[src/rtl/call_stack_ctrl_if.sv]
// Controller <-> return-address stack bundle.
// Master drives the call/return strobes; slave returns the stack view.
interface call_stack_ctrl_if #(
    parameter int ADDR_W = 12,
    parameter int PTR_W  = 3
);
    logic              push;
    logic              pop;
    logic              flush;
    logic              halt;
    logic [ADDR_W-1:0] ret_addr_in;
    logic [ADDR_W-1:0] ret_addr_out;
    logic              ret_valid;
    logic              stack_empty;
    logic              stack_full;
    logic [PTR_W:0]    depth_count;
    logic              overflow;
    logic              underflow;
    logic [1:0]        state;

    modport master (
        output push, pop, flush, halt, ret_addr_in,
        input  ret_addr_out, ret_valid, stack_empty, stack_full,
        input  depth_count, overflow, underflow, state
    );

    modport slave (
        input  push, pop, flush, halt, ret_addr_in,
        output ret_addr_out, ret_valid, stack_empty, stack_full,
        output depth_count, overflow, underflow, state
    );
endinterface

[src/rtl/call_stack_ctrl.sv]
// Hardware return-address stack with a registered top-of-stack copy.
// Freezes in HALTED on halt and in FAULT on overflow/underflow.
module call_stack_ctrl #(
    parameter int ADDR_W = 12,
    parameter int DEPTH  = 8,
    parameter int PTR_W  = 3
) (
    input  logic            clk,
    input  logic            rst,
    call_stack_ctrl_if.slave bus
);
    typedef enum logic [1:0] {
        RUN    = 2'b00,
        HALTED = 2'b01,
        FAULT  = 2'b10,
        BAD    = 2'b11
    } state_t;

    state_t            state_q, state_n;
    logic [PTR_W:0]    cnt_q, cnt_n;
    logic              ovf_q, ovf_n;
    logic              udf_q, udf_n;
    logic [ADDR_W-1:0] top_q, top_n;
    logic [ADDR_W-1:0] mem [DEPTH];

    logic              we;
    logic [PTR_W-1:0]  widx;
    logic [PTR_W-1:0]  top_idx;
    logic [PTR_W-1:0]  prv_idx;
    logic              p, q;
    logic              empty, full;

    assign p       = bus.push & ~bus.flush;
    assign q       = bus.pop & ~bus.flush;
    assign empty   = (cnt_q == '0);
    assign full    = (cnt_q == (PTR_W+1)'(DEPTH));
    assign top_idx = cnt_q[PTR_W-1:0] - PTR_W'(1);
    assign prv_idx = cnt_q[PTR_W-1:0] - PTR_W'(2);

    // Next-state, flags, count and storage write decode.
    always_comb begin
        state_n = state_q;
        cnt_n   = cnt_q;
        ovf_n   = ovf_q;
        udf_n   = udf_q;
        top_n   = top_q;
        we      = 1'b0;
        widx    = cnt_q[PTR_W-1:0];
        unique case (state_q)
            RUN: begin
                if (bus.halt) begin
                    state_n = HALTED;
                end else if (p && q && !empty) begin
                    we    = 1'b1;
                    widx  = top_idx;
                    top_n = bus.ret_addr_in;
                end else if (p && q) begin
                    udf_n   = 1'b1;
                    state_n = FAULT;
                end else if (p && full) begin
                    ovf_n   = 1'b1;
                    state_n = FAULT;
                end else if (q && empty) begin
                    udf_n   = 1'b1;
                    state_n = FAULT;
                end else if (p) begin
                    we    = 1'b1;
                    cnt_n = cnt_q + (PTR_W+1)'(1);
                    top_n = bus.ret_addr_in;
                end else if (q) begin
                    cnt_n = cnt_q - (PTR_W+1)'(1);
                    top_n = (cnt_q == (PTR_W+1)'(1))
                          ? '0 : mem[prv_idx];
                end
            end
            HALTED, FAULT: begin
            end
            default: state_n = FAULT;
        endcase
    end

    // Control registers; reset clears count, flags and top copy.
    always_ff @(posedge clk or negedge rst) begin
        if (!rst) begin
            state_q <= RUN;
            cnt_q   <= '0;
            ovf_q   <= 1'b0;
            udf_q   <= 1'b0;
            top_q   <= '0;
        end else begin
            state_q <= state_n;
            cnt_q   <= cnt_n;
            ovf_q   <= ovf_n;
            udf_q   <= udf_n;
            top_q   <= top_n;
        end
    end

    // Entry storage; a write coinciding with reset is dropped.
    always_ff @(posedge clk) begin
        if (we && rst) begin
            mem[widx] <= bus.ret_addr_in;
        end
    end

    assign bus.ret_addr_out = top_q;
    assign bus.ret_valid    = !empty && (state_q == RUN);
    assign bus.stack_empty  = empty;
    assign bus.stack_full   = full;
    assign bus.depth_count  = cnt_q;
    assign bus.overflow     = ovf_q;
    assign bus.underflow    = udf_q;
    assign bus.state        = state_q;
endmodule

[src/flat_wrapper.sv]
// flat-port wrapper written by rule: the top's interface ports become plain ports
module call_stack_ctrl_flat 
#(
    parameter int ADDR_W = 12,
    parameter int DEPTH  = 8,
    parameter int PTR_W  = 3
)
  (clk, rst, bus_push, bus_pop, bus_flush, bus_halt, bus_ret_addr_in, bus_ret_addr_out, bus_ret_valid, bus_stack_empty, bus_stack_full, bus_depth_count, bus_overflow, bus_underflow, bus_state);
  call_stack_ctrl_if #(.ADDR_W(ADDR_W), .PTR_W(PTR_W)) bus_i ();
  input  logic clk;
  input  logic rst;
  input wire logic [$bits(bus_i.push)-1:0] bus_push;
  input wire logic [$bits(bus_i.pop)-1:0] bus_pop;
  input wire logic [$bits(bus_i.flush)-1:0] bus_flush;
  input wire logic [$bits(bus_i.halt)-1:0] bus_halt;
  input wire logic [$bits(bus_i.ret_addr_in)-1:0] bus_ret_addr_in;
  output wire logic [$bits(bus_i.ret_addr_out)-1:0] bus_ret_addr_out;
  output wire logic [$bits(bus_i.ret_valid)-1:0] bus_ret_valid;
  output wire logic [$bits(bus_i.stack_empty)-1:0] bus_stack_empty;
  output wire logic [$bits(bus_i.stack_full)-1:0] bus_stack_full;
  output wire logic [$bits(bus_i.depth_count)-1:0] bus_depth_count;
  output wire logic [$bits(bus_i.overflow)-1:0] bus_overflow;
  output wire logic [$bits(bus_i.underflow)-1:0] bus_underflow;
  output wire logic [$bits(bus_i.state)-1:0] bus_state;
  assign bus_i.push = bus_push;
  assign bus_i.pop = bus_pop;
  assign bus_i.flush = bus_flush;
  assign bus_i.halt = bus_halt;
  assign bus_i.ret_addr_in = bus_ret_addr_in;
  assign bus_ret_addr_out = bus_i.ret_addr_out;
  assign bus_ret_valid = bus_i.ret_valid;
  assign bus_stack_empty = bus_i.stack_empty;
  assign bus_stack_full = bus_i.stack_full;
  assign bus_depth_count = bus_i.depth_count;
  assign bus_overflow = bus_i.overflow;
  assign bus_underflow = bus_i.underflow;
  assign bus_state = bus_i.state;
  call_stack_ctrl #(.ADDR_W(ADDR_W), .DEPTH(DEPTH), .PTR_W(PTR_W)) u_core (.clk(clk), .rst(rst), .bus(bus_i));
endmodule
[config.mk]
export PLATFORM = sky130hd
export DESIGN_NAME = call_stack_ctrl_flat
export DESIGN_NICKNAME = d
export VERILOG_FILES = /design/src/rtl/call_stack_ctrl_if.sv /design/src/rtl/call_stack_ctrl.sv /design/src/flat_wrapper.sv
export SDC_FILE = /design/constraint.sdc
export NUM_CORES = 1
export LEC_CHECK = 0
export BUFFER_PORTS_ARGS = -buffer_cell sky130_fd_sc_hd__buf_4
export CELL_PAD_IN_SITES_DETAIL_PLACEMENT = 2
export CELL_PAD_IN_SITES_GLOBAL_PLACEMENT = 2
export CORE_AREA = 2 2 108 110
export CTS_CLUSTER_SIZE = 25
export DETAILED_ROUTE_END_ITERATION = 8
export DIE_AREA = 0 0 110 112
export GPL_TIMING_DRIVEN = 0
export PLACE_DENSITY_LB_ADDON = 0.1
export RECOVER_POWER = 50
export SYNTH_ARGS = -nofsm -noshare
export SYNTH_HDL_FRONTEND = slang
export SYNTH_SLANG_ARGS = --single-unit
[constraint.sdc]
create_clock -name clk -period 3.9 [get_ports clk]
set_input_delay 0.39 -clock clk [delete_from_list [all_inputs] [get_ports clk]]
set_output_delay 0.39 -clock clk [all_outputs]
set_load 0.01 [all_outputs]
==> out/metrics.csv, run 1 <==
stage,metric,value,unit
status,status,finished clean,
clock_tree,Post-CTS Repair Setup Buffers,0,
die,Starting Density,0.4423,
synthesis,"count leader, synth",edfxtp_1,
timing,"Hold Vio Cnt, Final",0,
clock_tree,clock latency on the worst-skew pair,0.41,ns
timing,fmax,0.2803,GHz
synthesis,"EDFF count, synth",96,
place,pre-CTS setup slack,-0.1030,ns
cells_and_area,Antenna Cells,0,
die,die area,12320,um^2
synthesis,Gate Count Post-Synth,279,
timing,final worst-path cycle share,0.9148,
die,die height,112,um
place,dpl cells,463,
grt,gr usage total,0.2310,
synthesis,post-synthesis adder-cell area fraction,0.01772,
critical_path,startpoint types,flip-flop,
cells_and_area,Post-Layout Cell Count,496,
critical_path,CP max FO,10,
timing,Final WS setup,0.3323,ns
cells_and_area,fillers,995,
synthesis,synthesized area,4942,um^2
clock_tree,CTS H-tree depth,4,
synthesis,Synth Area in Compound Gates,0.04025,
synthesis,Post-Synth XOR/XNOR Area,0.008861,
synthesis,Simple-Gate Fraction of Synth Area,0.04405,
synthesis,largest family of logic cells by synthesized area,multiplexers,
die,I/O pin total,41,
clock_tree,CTS max path bufs,2,
timing,"Slew Viols, Final",0,
synthesis,sequential fraction of the synthesis area,0.6846,
die,cell row count,39,
cells_and_area,multi-input logic area,1446,um^2
timing,minimum clock period,3.568,ns
drt,Routed WL,12.74,mm
die,Die X,110,um
power,PD cells,507.9,nW/um^2
grt,pin count of the biggest net entering global routing,23,
synthesis,number of synthesis warnings,0,
power,Leak,2.140,nW
grt,gr ovfl total,0,
clock_tree,CTS Buf Count,17,
die,Core Region,11170,um^2
cells_and_area,Final nets,365,
synthesis,top_reg_cell synth,edfxtp_1,
job,Max-cap violations,0,
timing,relative slew slack,0.3785,
synthesis,ys async rst share,0.1724,
synthesis,"flops & latches, synth",116,
drt,per-cell routed wire length,25.68,um
timing,Clock Skews,0.006180,ns
place,Final GP Congestion,0.6937,
synthesis,main area contributors after synthesis,"edfxtp_1 58%, mux4_2 11%, dfrtp_1 10%, mux2i_1 3.2%, mux2_4 2.7%",
clock_tree,clock-pin transition on the worst setup and hold timing paths,0.05,ns
cells_and_area,sequential cell area,3383,um^2
power,worst vdd ir,0.0002971,V
place,Post-DP HPWL,7.433,mm
cells_and_area,Layout area overhead,21.59,%
place,IO Port Bufs,40,
timing,Final setup viols,0,
drt,Post-DRT Antenna Nets,0,
clock_tree,CTS Sinks,116,
critical_path,Critical Path Sink Type,flip-flop,
drt,total number of vias,2757,
synthesis,"Avg Cell Area, Syn",17.71,um^2
synthesis,Synth top cells by count,"96 x edfxtp_1, 24 x mux4_2, 20 x dfrtp_1",
drt,DRC viols,0,
timing,Worst-Margin Slew,0.9312,ns
synthesis,mux cell area share after synthesis,0.1782,
synthesis,share of the synthesized area in the top cell type,0.5833,
critical_path,data arrival time of the critical path,3.86,ns
grt,antenna violations before repair,0,
drt,drt pass-1 iters,4,
drt,drt initial violations,198,
grt,global-route wire length before repair,19.67,mm
cells_and_area,layout cells sized above 1,0.2918,
hold_path,Hold WC Path Type,in -> reg,
synthesis,dominant cell type by area after synthesis,edfxtp_1,
grt,vias in the first global route,3150,
synthesis,Cell variety after synth,44,
synthesis,syn_nets,304,
drt,DR vias/cell,5.558,
timing,unrepaired setup endpoints after global routing,no,
clock_tree,root buffer cell,clkbuf_16,
clock_tree,clock tree from TritonCTS,yes,
critical_path,Setup CP Type,reg -> reg,
critical_path,WP data required,4.19,ns
-- cell type report --
cell class,count,share of cell area
Sequential cell,116,0.5630
Multi-Input combinational cell,138,0.2407
Clock buffer,19,0.07537
Timing Repair Buffer,42,0.03914
Clock inverter,13,0.02998
Tap cell,143,0.02977
Buffer,14,0.01520
Inverter,11,0.006871
-- worst paths after layout --
check	cells past startpoint	endpoint	startpoint	slack, ns
max in group asynchronous	2	u_core.bus.ret_addr_out[4]$_DFFE_PN0P_	rst	3.20
worst max-delay path	10	u_core.bus.ret_addr_out[4]$_DFFE_PN0P_	u_core.bus.depth_count[1]$_DFFE_PN0P_	0.33
min in group asynchronous	2	u_core.bus.ret_addr_out[10]$_DFFE_PN0P_	rst	0.43
worst max register to register	10	u_core.bus.ret_addr_out[4]$_DFFE_PN0P_	u_core.bus.depth_count[1]$_DFFE_PN0P_	0.33
worst min-delay path	2	u_core.bus.overflow$_DFFE_PN0P_	bus_halt	0.19
worst min register to register	2	u_core.bus.overflow$_DFFE_PN0P_	u_core.bus.overflow$_DFFE_PN0P_	0.47
-- kinds of logic after synthesis --
kind of cell / count (synthesis)
muxes: 53
AOI/OAI and AO/OA: 31
adders and majority gates: 7
DFF: 116
xor gates and xnor gates: 5
and+or+nand+nor: 42
buffers and inverters: 25
-- timing repair --
item / in CTS / in global routing
setup endpoints to repair: 48 / 7
resized for setup: 4 / 4
hold buffers: 1 / 0
hold endpoints to repair: 20 / 0
-- layer usage --
layer | global-route usage | vias up | wire length [um]
li1 | - | 1214 | -
met1 | 0.3171 | 1439 | 5593
met2 | 0.3611 | 84 | 6317
met3 | 0.05562 | 20 | 558
met4 | 0.07932 | 0 | 267
met5 | 0 | - | 0
-- power breakdown --
| part | leakage [nW] | total (W) | internal [W] | switching, W |
|---|---|---|---|---|
| Sequential | 1.12 | 0.00134 | 0.00134 | 0 |
| Clock | 0.297 | 0.00166 | 0.00110 | 0.000560 |
| Combinational | 0.728 | 0.0000506 | 0.0000130 | 0.0000376 |
| Total | 2.14 | 0.00305 | 0.00245 | 0.000597 |
-- state kept, by name, indices dropped and copies added (netlist names) --
register / flops
u_core.bus.depth_count: 4
u_core.bus.underflow: 1
u_core.mem: 96
u_core.bus.ret_addr_out: 12
u_core.bus.overflow: 1
u_core.bus.state: 2
-- per-stage QoR --
| step | power (W) | hold WS, ns | utilization | area, um^2 | setup TNS [ns] |
|---|---|---|---|---|---|
| 4_1_cts | 0.003090 | 0.1798 | 0.5453 | 6093 | 0 |
| 2_1_floorplan | 0.001382 | 0.09441 | - | 4942 | 0 |
| 5_1_grt | 0.003129 | 0.1957 | 0.5378 | 6010 | 0 |
| 3_5_place_dp | 0.001422 | 0.3287 | 0.4868 | 5440 | -2.134 |
| 6_report | 0.003052 | 0.1933 | 0.5378 | 6010 | 0 |
| 3_3_place_gp | 0.001420 | 0.3219 | 0.4852 | 5421 | -3.674 |
-- worst max-delay path: stages, from the launching register on --
cell,delay (ns)
dfrtp_1,0.43
buf_4,0.26
buf_4,0.29
inv_1,0.20
ha_1,0.32
clkbuf_1,0.31
clkbuf_1,0.66
mux4_2,0.41
mux2i_1,0.17
o21ai_1,0.10
mux2_4,0.29
-- layout by cell type (no fill, tap or decap), types with 2 or more instances in the layout --
master | netlist | layout
nor3_1 | 4 | 4
clkinv_1 | 0 | 2
mux2_1 | 2 | 2
a31oi_1 | 2 | 2
and2_1 | 2 | 2
mux2_2 | 2 | 2
dfrtp_1 | 20 | 20
o21ai_1 | 10 | 10
buf_4 | 2 | 19
clkbuf_16 | 0 | 17
nor2_1 | 10 | 3
bufinv_16 | 0 | 4
nand2_1 | 14 | 14
nand3_1 | 2 | 2
ha_1 | 7 | 7
nor2b_1 | 2 | 2
inv_1 | 9 | 9
nor2_2 | 0 | 7
o211ai_1 | 3 | 3
mux4_2 | 24 | 24
clkinvlp_4 | 0 | 4
mux2_4 | 9 | 9
clkbuf_8 | 0 | 2
edfxtp_1 | 96 | 96
xnor2_1 | 4 | 4
mux2i_1 | 16 | 16
inv_2 | 2 | 2
buf_2 | 2 | 2
a2bb2oi_1 | 4 | 4
clkbuf_2 | 0 | 2
buf_6 | 2 | 3
clkbuf_1 | 5 | 27
a21oi_1 | 3 | 3
o21ai_0 | 3 | 3
Note: power is estimated with default switching activity, not from simulation.
==> run 2, diff against run 1 <==
--- a/config.mk
+++ b/config.mk
@@ -13,7 +13,7 @@
 export DETAILED_ROUTE_END_ITERATION = 8
 export DIE_AREA = 0 0 110 112
 export GPL_TIMING_DRIVEN = 0
-export PLACE_DENSITY_LB_ADDON = 0.1
+export PLACE_DENSITY = 0.82
 export RECOVER_POWER = 50
 export SYNTH_ARGS = -nofsm -noshare
 export SYNTH_HDL_FRONTEND = slang
==> out/metrics.csv, run 2 (synthesized netlist as in run 1, its figures left out) <==
stage,metric,value,unit,change
cells_and_area,Largest Register,u_core.mem,,
critical_path,data arrival time of the critical path,3.98,ns,+0.12 ns
place,pre-CTS setup slack,-0.1706,ns,-0.06759 ns
cells_and_area,Antenna Cells,0,,unchanged
place,Final GP Congestion,0.7522,,+8.4%
clock_tree,clock latency on the worst-skew pair,0.43,ns,+0.02 ns
drt,drt initial violations,172,,-13%
drt,total number of vias,2833,,+2.8%
critical_path,largest stage delay on the critical path,0.66,ns,about the same
grt,vias in the first global route,3206,,+1.8%
drt,DR vias/cell,5.712,,+2.8%
timing,Clock Skews,0.01145,ns,+0.005271 ns
timing,fmax,0.2718,GHz,-3.0%
power,worst vdd ir,0.0002460,V,-17%
clock_tree,CTS H-tree depth,4,,unchanged
drt,drt pass-1 iters,4,,unchanged
critical_path,Setup CP Type,reg -> reg,,
timing,hold_ws,0.1995,ns,+0.006126 ns
grt,global-route wire length before repair,20.79,mm,+5.7%
timing,Worst-Margin Slew,0.9638,ns,+0.03255 ns
cells_and_area,sequential cell area,3383,um^2,unchanged
cells_and_area,fillers,1007,,+1.2%
timing,Final WS setup,0.2215,ns,-0.1108 ns
job,Max-cap violations,0,,unchanged
die,die area,12320,um^2,unchanged
power,Leak,2.107,nW,-1.5%
status,status,finished clean,,
drt,Routed WL,13.67,mm,+7.4%
cells_and_area,Layout area overhead,20.13,%,
critical_path,"CP delay by family, top",buffers and inverters,,
critical_path,WP data required,4.20,ns,about the same
power,PD cells,488.7,nW/um^2,-3.8%
timing,minimum clock period,3.679,ns,+0.1108 ns
drt,per-cell routed wire length,27.57,um,+7.4%
cells_and_area,"commonest non-fill, non-tap cell in the layout",edfxtp_1,,
critical_path,CP max FO,10,,unchanged
place,IO Port Bufs,40,,unchanged
cells_and_area,most frequent cells in the layout,"96 x edfxtp_1, 31 x clkbuf_1, 24 x mux4_2",,
die,cell row count,39,,unchanged
grt,gr ovfl total,0,,unchanged
clock_tree,clock-pin transition on the worst setup and hold timing paths,0.06,ns,about the same
hold_path,Hold WC Path Type,in -> reg,,
timing,relative slew slack,0.3568,,-0.02172
die,Core Region,11170,um^2,unchanged
die,Die X,110,um,unchanged
clock_tree,CTS Buf Count,17,,unchanged
place,Post-DP HPWL,7.861,mm,+5.8%
die,die height,112,um,unchanged
timing,"Hold Vio Cnt, Final",0,,unchanged
drt,DRC viols,0,,unchanged
cells_and_area,Final nets,365,,unchanged
critical_path,startpoint types,flip-flop,,
grt,antenna violations before repair,0,,unchanged
clock_tree,root buffer cell,clkbuf_16,,
timing,unrepaired setup endpoints after global routing,no,,
die,Starting Density,0.4423,,unchanged
timing,final worst-path cycle share,0.9432,,+0.02842
clock_tree,CTS Sinks,116,,unchanged
clock_tree,clock tree from TritonCTS,yes,,
grt,pin count of the biggest net entering global routing,23,,unchanged
critical_path,Critical Path Sink Type,flip-flop,,
critical_path,Critical-path top delay cell,clkbuf_1,,
timing,Final setup viols,0,,unchanged
die,I/O pin total,41,,unchanged
drt,Post-DRT Antenna Nets,0,,unchanged
cells_and_area,multi-input logic area,1446,um^2,unchanged
cells_and_area,layout cells sized above 1,0.2861,,-0.005666
grt,gr usage total,0.2475,,+0.01652
clock_tree,CTS max path bufs,2,,unchanged
cells_and_area,max reg flops,96,,unchanged
timing,"Slew Viols, Final",0,,unchanged
critical_path,Worst Path Buf+Inv,5,,unchanged
clock_tree,Post-CTS Repair Setup Buffers,0,,unchanged
critical_path,"Cell Chain, Critical Path",buf_4 -> buf_4 -> inv_1 -> ha_1 -> clkbuf_1 -> clkbuf_1 -> mux4_2 -> mux2i_1 -> o21ai_1 -> mux2_4,,
run 2: cell types whose count changed in the layout (fill, tap and decap cells not counted), moves of 2 or more:
cell,before,now
bufinv_16,4,2
clkinv_1,2,0
clkinv_2,1,4
clkbuf_1,27,31
run 2: path summary, 6_finish.rpt:
path	startpoint	endpoint	depth (start not counted)	slack, ns
worst max-delay path	u_core.bus.depth_count[1]$_DFFE_PN0P_	u_core.bus.ret_addr_out[6]$_DFFE_PN0P_	10	0.22
worst min-delay path	bus_halt	u_core.bus.overflow$_DFFE_PN0P_	2	0.20
worst max register to register	u_core.bus.depth_count[1]$_DFFE_PN0P_	u_core.bus.ret_addr_out[6]$_DFFE_PN0P_	10	0.22
worst min register to register	u_core.bus.underflow$_DFFE_PN0P_	u_core.bus.underflow$_DFFE_PN0P_	1	0.46
max in group asynchronous	rst	u_core.bus.ret_addr_out[6]$_DFFE_PN0P_	2	3.23
min in group asynchronous	rst	u_core.bus.ret_addr_out[9]$_DFFE_PN0P_	2	0.42
run 2: power breakdown:
part / internal (W) / switching [W]
registers: 0.00134 / 0
clock network: 0.000950 / 0.000557
logic: 0.0000130 / 0.0000383
total: 0.00231 / 0.000595
run 2: worst register-to-register path, stage by stage, from the launching register on:
cell and delay (ns):
dfrtp_1 0.43, buf_4 0.27, buf_4 0.28, inv_1 0.21, ha_1 0.33, clkbuf_1 0.30, clkbuf_1 0.66, mux4_2 0.44
mux2i_1 0.22, o21ai_1 0.12, mux2_4 0.30
run 2: layer usage:
| layer | wire (um) | global-route usage | vias to the layer above |
|---|---|---|---|
| met5 | 0 | 0 | - |
| met4 | 346 | 0.09705 | 0 |
| met3 | 666 | 0.06323 | 27 |
| met2 | 7056 | 0.4098 | 89 |
| met1 | 5604 | 0.3091 | 1504 |
| li1 | - | - | 1213 |
run 2: final cells by class:
cell class                 instances  area share
buffer                            14     0.01538
clock buffer                      22     0.07650
clock inverter                    10     0.01855
inverter                          11    0.006955
multi-input combinational        138      0.2436
sequential                       116      0.5699
tap                              143     0.03014
timing repair buffer              42     0.03899
run 2: timing repair:
item / CTS / global route
hold endpoints to repair: 20 / 0
gates resized for setup: 7 / 4
pin swaps: 0 / 0
endpoints found under the setup margin: 84 / 57
hold buffers: 1 / 0
run 2: through the flow:
step	cell area [um^2]	power (W)	instances	utilization	TNS, ns
after floorplan	4942	0.001382	279	-	0
after global placement	5421	0.001420	462	0.4852	0
after detailed placement	5429	0.001424	463	0.4858	-5.119
after CTS	6021	0.002931	496	0.5388	0
after global routing	5937	0.002968	496	0.5313	0
final	5937	0.002902	496	0.5313	0
